File: src/rtl/bin_to_bcd_seq_if.sv
`default_nettype none
// ============================================================================
//  Module      : bin_to_bcd_seq_if
//  Description : Start/busy/done handshake and result bus of the sequential
//                binary-to-BCD converter.
//  Revision    : 1.0 - initial release
// ============================================================================
interface bin_to_bcd_seq_if #(
    parameter int IN_WIDTH = 8,
    parameter int DIGITS   = 3
);
    logic                  start;
    logic [IN_WIDTH-1:0]   bin_in;
    logic                  busy;
    logic                  done;
    logic [DIGITS*4-1:0]   bcd;
    logic                  ovf;
    logic                  neg;

    modport master (
        output start, bin_in,
        input  busy, done, bcd, ovf, neg
    );

    modport slave (
        input  start, bin_in,
        output busy, done, bcd, ovf, neg
    );
endinterface
`default_nettype wire

File: src/rtl/bin_to_bcd_seq.sv
`default_nettype none
// ============================================================================
//  Module      : bin_to_bcd_seq
//  Description : Double-dabble converter, one add-3/shift step per clock.
//                Define SIGNED_INPUT_EN to treat bin_in as two's complement.
//  Revision    : 1.0 - initial release
// ============================================================================
module bin_to_bcd_seq #(
    parameter int IN_WIDTH = 8,
    parameter int DIGITS   = 3
) (
    input  logic               clk,
    input  logic               rst_n,
    bin_to_bcd_seq_if.slave    bus
);

    localparam int c_BCD_W = DIGITS * 4;
    localparam int c_CNT_W = $clog2(IN_WIDTH + 1);

    typedef enum logic [1:0] {
        ST_IDLE   = 2'd0,
        ST_SHIFT  = 2'd1,
        ST_FINISH = 2'd2
    } state_t;

    state_t               r_state;
    logic [IN_WIDTH-1:0]  r_sr;
    logic [c_BCD_W-1:0]   r_acc;
    logic [c_CNT_W-1:0]   r_cnt;
    logic                 r_ovf_int;
    logic                 r_sign;
    logic                 r_busy;
    logic                 r_done;
    logic [c_BCD_W-1:0]   r_bcd;
    logic                 r_ovf;
    logic                 r_neg;

    logic [IN_WIDTH-1:0]  w_mag;
    logic                 w_sign;
    logic [c_BCD_W-1:0]   w_adj;

`ifdef SIGNED_INPUT_EN
    // Negating the most-negative value wraps to itself, which is the correct
    // unsigned magnitude 2^(IN_WIDTH-1).
    assign w_sign = bus.bin_in[IN_WIDTH-1];
    assign w_mag  = w_sign ? (-bus.bin_in) : bus.bin_in;
`else
    assign w_sign = 1'b0;
    assign w_mag  = bus.bin_in;
`endif

    for (genvar gi = 0; gi < DIGITS; gi++) begin : g_nib
        assign w_adj[gi*4 +: 4] = (r_acc[gi*4 +: 4] >= 4'd5) ?
                                  (r_acc[gi*4 +: 4] + 4'd3) : r_acc[gi*4 +: 4];
    end

    always_ff @(posedge clk or negedge rst_n) begin
        if (!rst_n) begin
            r_state   <= ST_IDLE;
            r_sr      <= '0;
            r_acc     <= '0;
            r_cnt     <= '0;
            r_ovf_int <= 1'b0;
            r_sign    <= 1'b0;
            r_busy    <= 1'b0;
            r_done    <= 1'b0;
            r_bcd     <= '0;
            r_ovf     <= 1'b0;
            r_neg     <= 1'b0;
        end else begin
            r_done <= 1'b0;
            case (r_state)
                ST_IDLE: begin
                    if (bus.start) begin
                        r_sr      <= w_mag;
                        r_sign    <= w_sign;
                        r_acc     <= '0;
                        r_ovf_int <= 1'b0;
                        r_cnt     <= c_CNT_W'(IN_WIDTH);
                        r_busy    <= 1'b1;
                        r_state   <= ST_SHIFT;
                    end
                end
                ST_SHIFT: begin
                    // A digit carried out of the top nibble means the value
                    // needs more digits than this instance has.
                    r_acc <= {w_adj[c_BCD_W-2:0], r_sr[IN_WIDTH-1]};
                    r_sr  <= r_sr << 1;
                    if (w_adj[c_BCD_W-1]) begin
                        r_ovf_int <= 1'b1;
                    end
                    r_cnt <= r_cnt - 1'b1;
                    if (r_cnt == c_CNT_W'(1)) begin
                        r_state <= ST_FINISH;
                    end
                end
                ST_FINISH: begin
                    r_bcd   <= r_ovf_int ? '1 : r_acc;
                    r_ovf   <= r_ovf_int;
                    r_neg   <= r_sign;
                    r_done  <= 1'b1;
                    r_busy  <= 1'b0;
                    r_state <= ST_IDLE;
                end
                default: begin
                    r_busy  <= 1'b0;
                    r_state <= ST_IDLE;
                end
            endcase
        end
    end

    assign bus.busy = r_busy;
    assign bus.done = r_done;
    assign bus.bcd  = r_bcd;
    assign bus.ovf  = r_ovf;
    assign bus.neg  = r_neg;

endmodule
`default_nettype wire

File: src/flat_wrapper.sv
// flat-port wrapper written by rule: the top's interface ports become plain ports
module bin_to_bcd_seq_flat 
#(
    parameter int IN_WIDTH = 8,
    parameter int DIGITS   = 3
)
  (clk, rst_n, bus_start, bus_bin_in, bus_busy, bus_done, bus_bcd, bus_ovf, bus_neg);
  bin_to_bcd_seq_if #(.IN_WIDTH(IN_WIDTH), .DIGITS(DIGITS)) bus_i ();
  input  logic clk;
  input  logic rst_n;
  input wire logic [$bits(bus_i.start)-1:0] bus_start;
  input wire logic [$bits(bus_i.bin_in)-1:0] bus_bin_in;
  output wire logic [$bits(bus_i.busy)-1:0] bus_busy;
  output wire logic [$bits(bus_i.done)-1:0] bus_done;
  output wire logic [$bits(bus_i.bcd)-1:0] bus_bcd;
  output wire logic [$bits(bus_i.ovf)-1:0] bus_ovf;
  output wire logic [$bits(bus_i.neg)-1:0] bus_neg;
  assign bus_i.start = bus_start;
  assign bus_i.bin_in = bus_bin_in;
  assign bus_busy = bus_i.busy;
  assign bus_done = bus_i.done;
  assign bus_bcd = bus_i.bcd;
  assign bus_ovf = bus_i.ovf;
  assign bus_neg = bus_i.neg;
  bin_to_bcd_seq #(.IN_WIDTH(IN_WIDTH), .DIGITS(DIGITS)) u_core (.clk(clk), .rst_n(rst_n), .bus(bus_i));
endmodule
File: config.mk
export PLATFORM = sky130hd
export DESIGN_NAME = bin_to_bcd_seq_flat
export DESIGN_NICKNAME = d
export VERILOG_FILES = /design/src/rtl/bin_to_bcd_seq_if.sv /design/src/rtl/bin_to_bcd_seq.sv /design/src/flat_wrapper.sv
export SDC_FILE = /design/constraint.sdc
export NUM_CORES = 1
export LEC_CHECK = 0
export CAP_MARGIN = 20
export CORE_MARGIN = 2
export CORE_UTILIZATION = 50
export CTS_CLUSTER_DIAMETER = 100
export DETAILED_ROUTE_END_ITERATION = 8
export DONT_BUFFER_PORTS = 1
export PLACE_DENSITY_LB_ADDON = 0.15
export SLEW_MARGIN = 20
export SYNTH_ARGS = -nofsm -noshare
export SYNTH_HDL_FRONTEND = slang
export SYNTH_SLANG_ARGS = --single-unit
File: constraint.sdc
create_clock -name clk -period 1.74 [get_ports clk]
set_input_delay 0.348 -clock clk [delete_from_list [all_inputs] [get_ports clk]]
set_output_delay 0.348 -clock clk [all_outputs]
set_load 0.02 [all_outputs]
==> results of run 1 <==
cells in the final DEF, fill, tap and decap left out, types with 2 or more instances in the layout:
cell       n
dfrtp_1   42
nand2_1   41
o21ai_1   14
nor2_1    13
o21ai_0   13
inv_1     10
ha_1       8
a22oi_1    7
nand2b_1   5
nand3_1    5
clkbuf_8   5
o31ai_1    4
nor3_1     4
xor2_1     3
xnor2_1    3
mux2i_1    3
a22o_1     3
buf_4      3
a21oi_2    2
clkbuf_1   2
area by class of cell:
| type | instances | area, µm² |
|---|---|---|
| Timing Repair Buffer | 5 | 52.6 |
| Fill cell | 344 | 1630 |
| Inverter | 10 | 37.5 |
| Sequential cell | 42 | 1050 |
| Clock buffer | 7 | 76.3 |
| Tap cell | 48 | 60.1 |
| Multi-Input combinational cell | 138 | 808 |
Yosys cell counts:
library cell,number,area [µm²]
ha_1,8,100
nor2_4,1,11.3
nand2_1,41,154
a21oi_2,2,17.5
nor2b_4,1,13.8
clkbuf_1,1,3.75
nor3b_2,1,12.5
a21oi_1,1,5.00
o21ai_0,13,65.1
a22o_1,3,26.3
mux2i_1,3,30.0
dfrtp_1,42,1050
conb_1,1,3.75
a211oi_1,1,7.51
buf_6,2,22.5
nand3_1,5,25.0
o31ai_1,4,30.0
inv_1,10,37.5
nor3b_1,1,7.51
nand2b_1,5,31.3
a31oi_1,1,6.26
mux2_1,1,11.3
buf_2,5,25.0
nor3_1,4,20.0
o21ai_1,14,70.1
xnor2_1,3,26.3
xor2_1,3,26.3
nor2_1,13,48.8
a22oi_1,7,52.6
buf_4,2,15.0
and2_1,1,6.26
cell families (layout without fill, tap and decap cells):
family          count (synthesis)  in the layout  synth area share
simple gates                   73             73             0.168
compound gates                 46             46             0.143
flops                          42             42             0.535
buf+inv                        20             22            0.0529
fa+ha+maj                       8              8            0.0510
xor+xnor                        6              6            0.0268
mux                             4              4            0.0210
other cells                     1              1           0.00191
worst paths after layout:
path | end | slack [ns]
worst max-delay path | u_core.r_acc[10] | 0.18
worst min-delay path | u_core.r_sr[0] | 0.20
worst max register to register | u_core.r_acc[10] | 0.18
worst min register to register | u_core.r_sr[7] | 0.48
max in group asynchronous | u_core.r_sr[2] | 0.98
min in group asynchronous | u_core.bus.bcd[8] | 0.56
flip-flops by register name, summed over array words and instances, names as in the netlist:
signal / cells
u_core.r_cnt: 4
u_core.bus.ovf: 1
u_core.bus.done: 1
u_core.r_ovf_int: 1
u_core.bus.bcd: 12
u_core.r_sr: 8
u_core.r_acc: 12
u_core.bus.busy: 1
u_core.r_state: 2
metal layers:
layer | up-vias | global-route usage | routed length [µm]
li1 | 671 | - | -
met1 | 653 | 0.220 | 1630
met2 | 32 | 0.316 | 1680
met3 | 2 | 0.0473 | 190
met4 | 0 | 0.0561 | 20
met5 | - | 0 | 0
report_power, final:
group | switching (mW) | total, mW | leakage, nW | internal [mW]
combinational | 0.851 | 1.48 | 0.432 | 0.627
clock | 0.294 | 0.570 | 0.0383 | 0.276
sequential | 0.573 | 1.97 | 0.530 | 1.40
total | 1.72 | 4.02 | 1.00 | 2.30
timing repair:
| item | 4_1_cts | 5_1_grt |
|---|---|---|
| hold buffers | 2 | 0 |
| buffers inserted | 0 | 0 |
| hold endpoints to repair | 42 | 0 |
metrics by stage:
stage / power, mW / hold slack [ns]
5_1_grt: 4.38 / 0.215
6_report: 4.02 / 0.201
3_3_place_gp: 3.33 / 0.0532
3_5_place_dp: 3.46 / 0.0533
2_1_floorplan: 3.14 / 0.0524
4_1_cts: 4.06 / 0.190
==> flow_summary_export.csv, run 1 <==
group,metric,value,unit
logic_synthesis,syn_avg_cell_area,9.82,µm²
sta,min_period_over_period,0.897,
routing,first_iter_violations,81,
die,io_pins,27,
setup_path,path_delay_family,"flip-flops",
cts,clk_transition_reported_paths,0.08,ns
sta,worst_slack,0.180,ns
worst_hold_path,hold_class,"in -> reg",
routing,wl,3530,µm
sta,max_freq,641,MHz
sta,slew_violations,0,
place,portBuffers,0,
setup_path,worst-setup-path-type,"reg -> reg",
place,dp_hpwl,2510,µm
setup_path,crit_cells,6,
die,rows,22,
power_and_ir_drop,ir_drop,0.878,mV
routing,vias,1358,
grt,overflow,0,
logic_synthesis,syn_area,1960,µm²
setup_path,crit_buf_inv,1,
sta,rsz0062_at_grt,"false",
routing,avgViaCountPerCell,5.43,
cts,numCtsBuffers,5,
routing,ant_nets,0,
run_status,status,"finished, final reports clean",
cts,clock_latency,0.28,ns
cts,root_buffer,"clkbuf_8",
sta,tns,0,ns
cells_and_area,final_cells,250,
worst_hold_path,whs_path_depth,2,
die,start_util,0.528,
logic_synthesis,synth-warning-count,0,
sta,timing.final.crit_period,1.56,ns
routing,wl_per_cell,14.1,µm
sta,hold_violations,0,
cells_and_area,fin_util,0.561,
sta,clock_skew,0.00526,ns
routing,drc,0,
power_and_ir_drop,power.density,1930,nW/µm²
die,die_area,4440,µm²
cts,htree_levels,2,
routing,drt_first_pass_iters,4,
logic_synthesis,ys_seq_area_frac,0.535,
grt,grt_pass1_wl,6090,µm
cts,clock_path_buffers,2,
place,gp_congestion,0.761,
die,core_area,3720,µm²
die,die_h,66.7,µm
setup_path,path_cells,"inv_1, ha_1, nand2b_1, a21oi_1, mux2i_1, a22o_1",
logic_synthesis,syn_inst,200,
cells_and_area,fin_nets,221,
cts,postCtsResizedCells,0,
cells_and_area,diodes,0,
logic_synthesis,ys_types,31,
grt,grt_max_degree,43,
cells_and_area,drive_gt1_frac,0.0693,
setup_path,arrival,1.79,ns
setup_path,cp-start-kind,"flip-flop",
logic_synthesis,synth_fp_nets,219,
grt,grt_pass1_vias,1363,
cts,cts_tree,"done",
grt,track_usage,0.182,
power_and_ir_drop,p_leak,1.00,nW
place,dp_cells,241,
setup_path,cpPeakStageDelay,0.44,ns
setup_path,timing.rr.start,"u_core.r_acc[8]",
setup_path,crit_start,"u_core.r_acc[8]",
setup_path,worst_setup_path_end_kind,"flip-flop",
flow_run,cap_violations,0,
cts,cts.sinks,42,
place,placed_cell_area,1980,µm²
setup_path,reg2regPathDepth,6,
sta,tightestPinTransition,0.564,ns
sta,setup_viol,0,
cells_and_area,syn2layout_area_growth,6.25,%
setup_path,crit_slowest_cell,"dfrtp_1",
cells_and_area,finish.instance_area,2090,µm²
sta,slew-limit-headroom,0.624,
setup_path,required,1.97,ns
place,pre_cts_ws,0.202,ns
grt,antenna_found_initial,0,
logic_synthesis,ys_seq_elements,42,
setup_path,path_max_fanout,5,
die,die_w,66.7,µm
worst_hold_path,worstHoldStart,"bus_bin_in[0]",
Note: power is estimated with default switching activity, not from simulation.
==> run 2: changes to the inputs <==
--- a/config.mk
+++ b/config.mk
@@ -11,6 +11,7 @@
 export CTS_CLUSTER_DIAMETER = 100
 export DETAILED_ROUTE_END_ITERATION = 8
 export DONT_BUFFER_PORTS = 1
+export HOLD_SLACK_MARGIN = 0.08
 export PLACE_DENSITY_LB_ADDON = 0.15
 export SLEW_MARGIN = 20
 export SYNTH_ARGS = -nofsm -noshare
==> results of run 2 <==
The final DEF is identical to that of run 1; final timing and power are the same.
==> run 3: changes to the inputs <==
--- a/config.mk
+++ b/config.mk
@@ -5,7 +5,9 @@
 export SDC_FILE = /design/constraint.sdc
 export NUM_CORES = 1
 export LEC_CHECK = 0
+export ABC_CLOCK_PERIOD_IN_PS = 1740
 export CAP_MARGIN = 20
+export CORE_ASPECT_RATIO = 1.25
 export CORE_MARGIN = 2
 export CORE_UTILIZATION = 50
 export CTS_CLUSTER_DIAMETER = 100
==> run 3 against run 2 <==
Routed wire length shrank 4.7%. Clock power grew 66%. Largest power group unchanged. Hold slack got worse by 0.027 ns. Critical path depth unchanged. Highest routed layer unchanged. Die area about the same. Register-to-register slack worse by 0.04 ns. Global-route usage fell by 0.30 points. Via count up 0.74%. Critical path type unchanged.
==> flow_summary_export.csv, run 3 (same netlist as run 1, synthesis figures left out) <==
group,metric,value,unit
power_and_ir_drop,ir_drop,0.974,mV
sta,tightestPinTransition,0.569,ns
sta,tns,0,ns
sta,slew-limit-headroom,0.621,
setup_path,cp-start-kind,"flip-flop",
cts,cts.sinks,42,
sta,setup_viol,0,
sta,rsz0062_at_grt,"false",
routing,drt_first_pass_iters,4,
grt,grt_pass1_vias,1344,
sta,slew_violations,0,
grt,antenna_found_initial,0,
routing,ant_nets,0,
cts,clock_path_buffers,2,
power_and_ir_drop,p_leak,1.03,nW
setup_path,arrival,1.84,ns
die,core_area,3780,µm²
setup_path,worst_setup_path_end_kind,"flip-flop",
routing,drc,0,
sta,min_period_over_period,0.921,
cells_and_area,diodes,0,
setup_path,path_max_fanout,5,
cts,cts_tree,"done",
cells_and_area,syn2layout_area_growth,10.0,%
cells_and_area,layout_common_cells,"42 x dfrtp_1, 41 x nand2_1, 14 x o21ai_1",
cts,root_buffer,"clkbuf_8",
flow_run,cap_violations,0,
sta,hold_violations,0,
setup_path,required,1.98,ns
run_status,status,"finished, final reports clean",
routing,wl,3360,µm
die,rows,25,
setup_path,crit_buf_inv,1,
grt,grt_max_degree,43,
worst_hold_path,hold_class,"in -> reg",
cells_and_area,fin_nets,221,
sta,clock_skew,0.00447,ns
cts,htree_levels,2,
sta,max_freq,624,MHz
cts,postCtsResizedCells,0,
worst_hold_path,worstHoldStart,"bus_bin_in[0]",
die,die_h,74.1,µm
cells_and_area,drive_gt1_frac,0.0837,
power_and_ir_drop,power.density,2020,nW/µm²
place,portBuffers,0,
setup_path,crit_slowest_cell,"dfrtp_1",
die,io_pins,27,
routing,vias,1368,
setup_path,cpPeakStageDelay,0.42,ns
routing,avgViaCountPerCell,5.32,
place,dp_cells,247,
setup_path,timing.rr.start,"u_core.r_acc[8]",
cells_and_area,final_cells,257,
cells_and_area,mostFrequentLayoutCell,"dfrtp_1",
sta,timing.final.crit_period,1.60,ns
die,die_w,60.0,µm
die,die_area,4450,µm²
cts,numCtsBuffers,5,
setup_path,worst-setup-path-type,"reg -> reg",
setup_path,path_delay_family,"compound AO/OA/AOI/OAI gates",
grt,grt_pass1_wl,5930,µm
die,start_util,0.519,
setup_path,path_cells,"inv_1, ha_1, nand2b_1, a21oi_1, mux2i_1, a22o_1",
routing,wl_per_cell,13.1,µm
grt,overflow,0,
cts,clock_latency,0.30,ns
place,dp_hpwl,2300,µm
place,gp_congestion,0.827,
setup_path,crit_start,"u_core.r_acc[8]",
grt,track_usage,0.179,
routing,first_iter_violations,67,
cts,clk_transition_reported_paths,0.08,ns
run 3: layout make-up:
type / count / area (µm²)
clock buffer: 6 / 82.6
clock inverter: 2 / 60.1
fill: 352 / 1630
inverter: 10 / 37.5
multi-input combinational: 138 / 808
sequential: 42 / 1050
tap: 54 / 67.6
timing repair buffer: 5 / 52.6
run 3: report_power, final:
part / switching [mW] / leakage (nW) / internal [mW]
combinational: 0.835 / 0.432 / 0.624
clock: 0.333 / 0.0714 / 0.612
sequential: 0.558 / 0.530 / 1.40
total: 1.73 / 1.03 / 2.63
run 3: per-stage QoR:
stage          total power, mW  utilization  hold WS (ns)  area (µm²)  setup WS [ns]
2_1_floorplan             3.14            -        0.0524        1960          0.359
3_5_place_dp              3.43        0.525        0.0533        1990          0.161
3_3_place_gp              3.33        0.525        0.0532        1990          0.324
6_report                  4.36        0.571         0.174        2160          0.137
4_1_cts                   4.40        0.571         0.172        2160          0.119
5_1_grt                   4.74        0.571         0.169        2160         0.0385
run 3: routing by layer:
metal / share of wire / GRT usage / wire [µm]
met1: 0.44 / 0.207 / 1470
met2: 0.50 / 0.296 / 1670
met3: 0.045 / 0.0487 / 150
met4: 0.020 / 0.0988 / 68
met5: 0 / 0 / 0
run 3: timing repair:
item / CTS / global route
endpoints found under the setup margin: 0 / 0
hold buffers: 2 / 0
endpoints found under the hold margin: 42 / 0
buffers inserted: 0 / 0
run 3: path summary, 6_finish.rpt:
kind                                           to  slack, ns  cells after the start
worst max register to register   u_core.r_acc[10]       0.14                      6
worst min register to register     u_core.r_sr[7]       0.48                      2
min in group asynchronous       u_core.bus.bcd[9]       0.50                      2
max in group asynchronous       u_core.r_state[1]       1.03                      2
worst min-delay path               u_core.r_sr[0]       0.17                      2
worst max-delay path             u_core.r_acc[10]       0.14                      6
run 3: worst reg2reg max path: cells and delay by family, from the launching register on:
kind / cells / cell delay, ns
buf+inv: 1 / 0.11
compound gates: 2 / 0.47
fa+ha+maj: 1 / 0.20
mux: 1 / 0.28
simple gates: 1 / 0.08
flops: 1 / 0.42
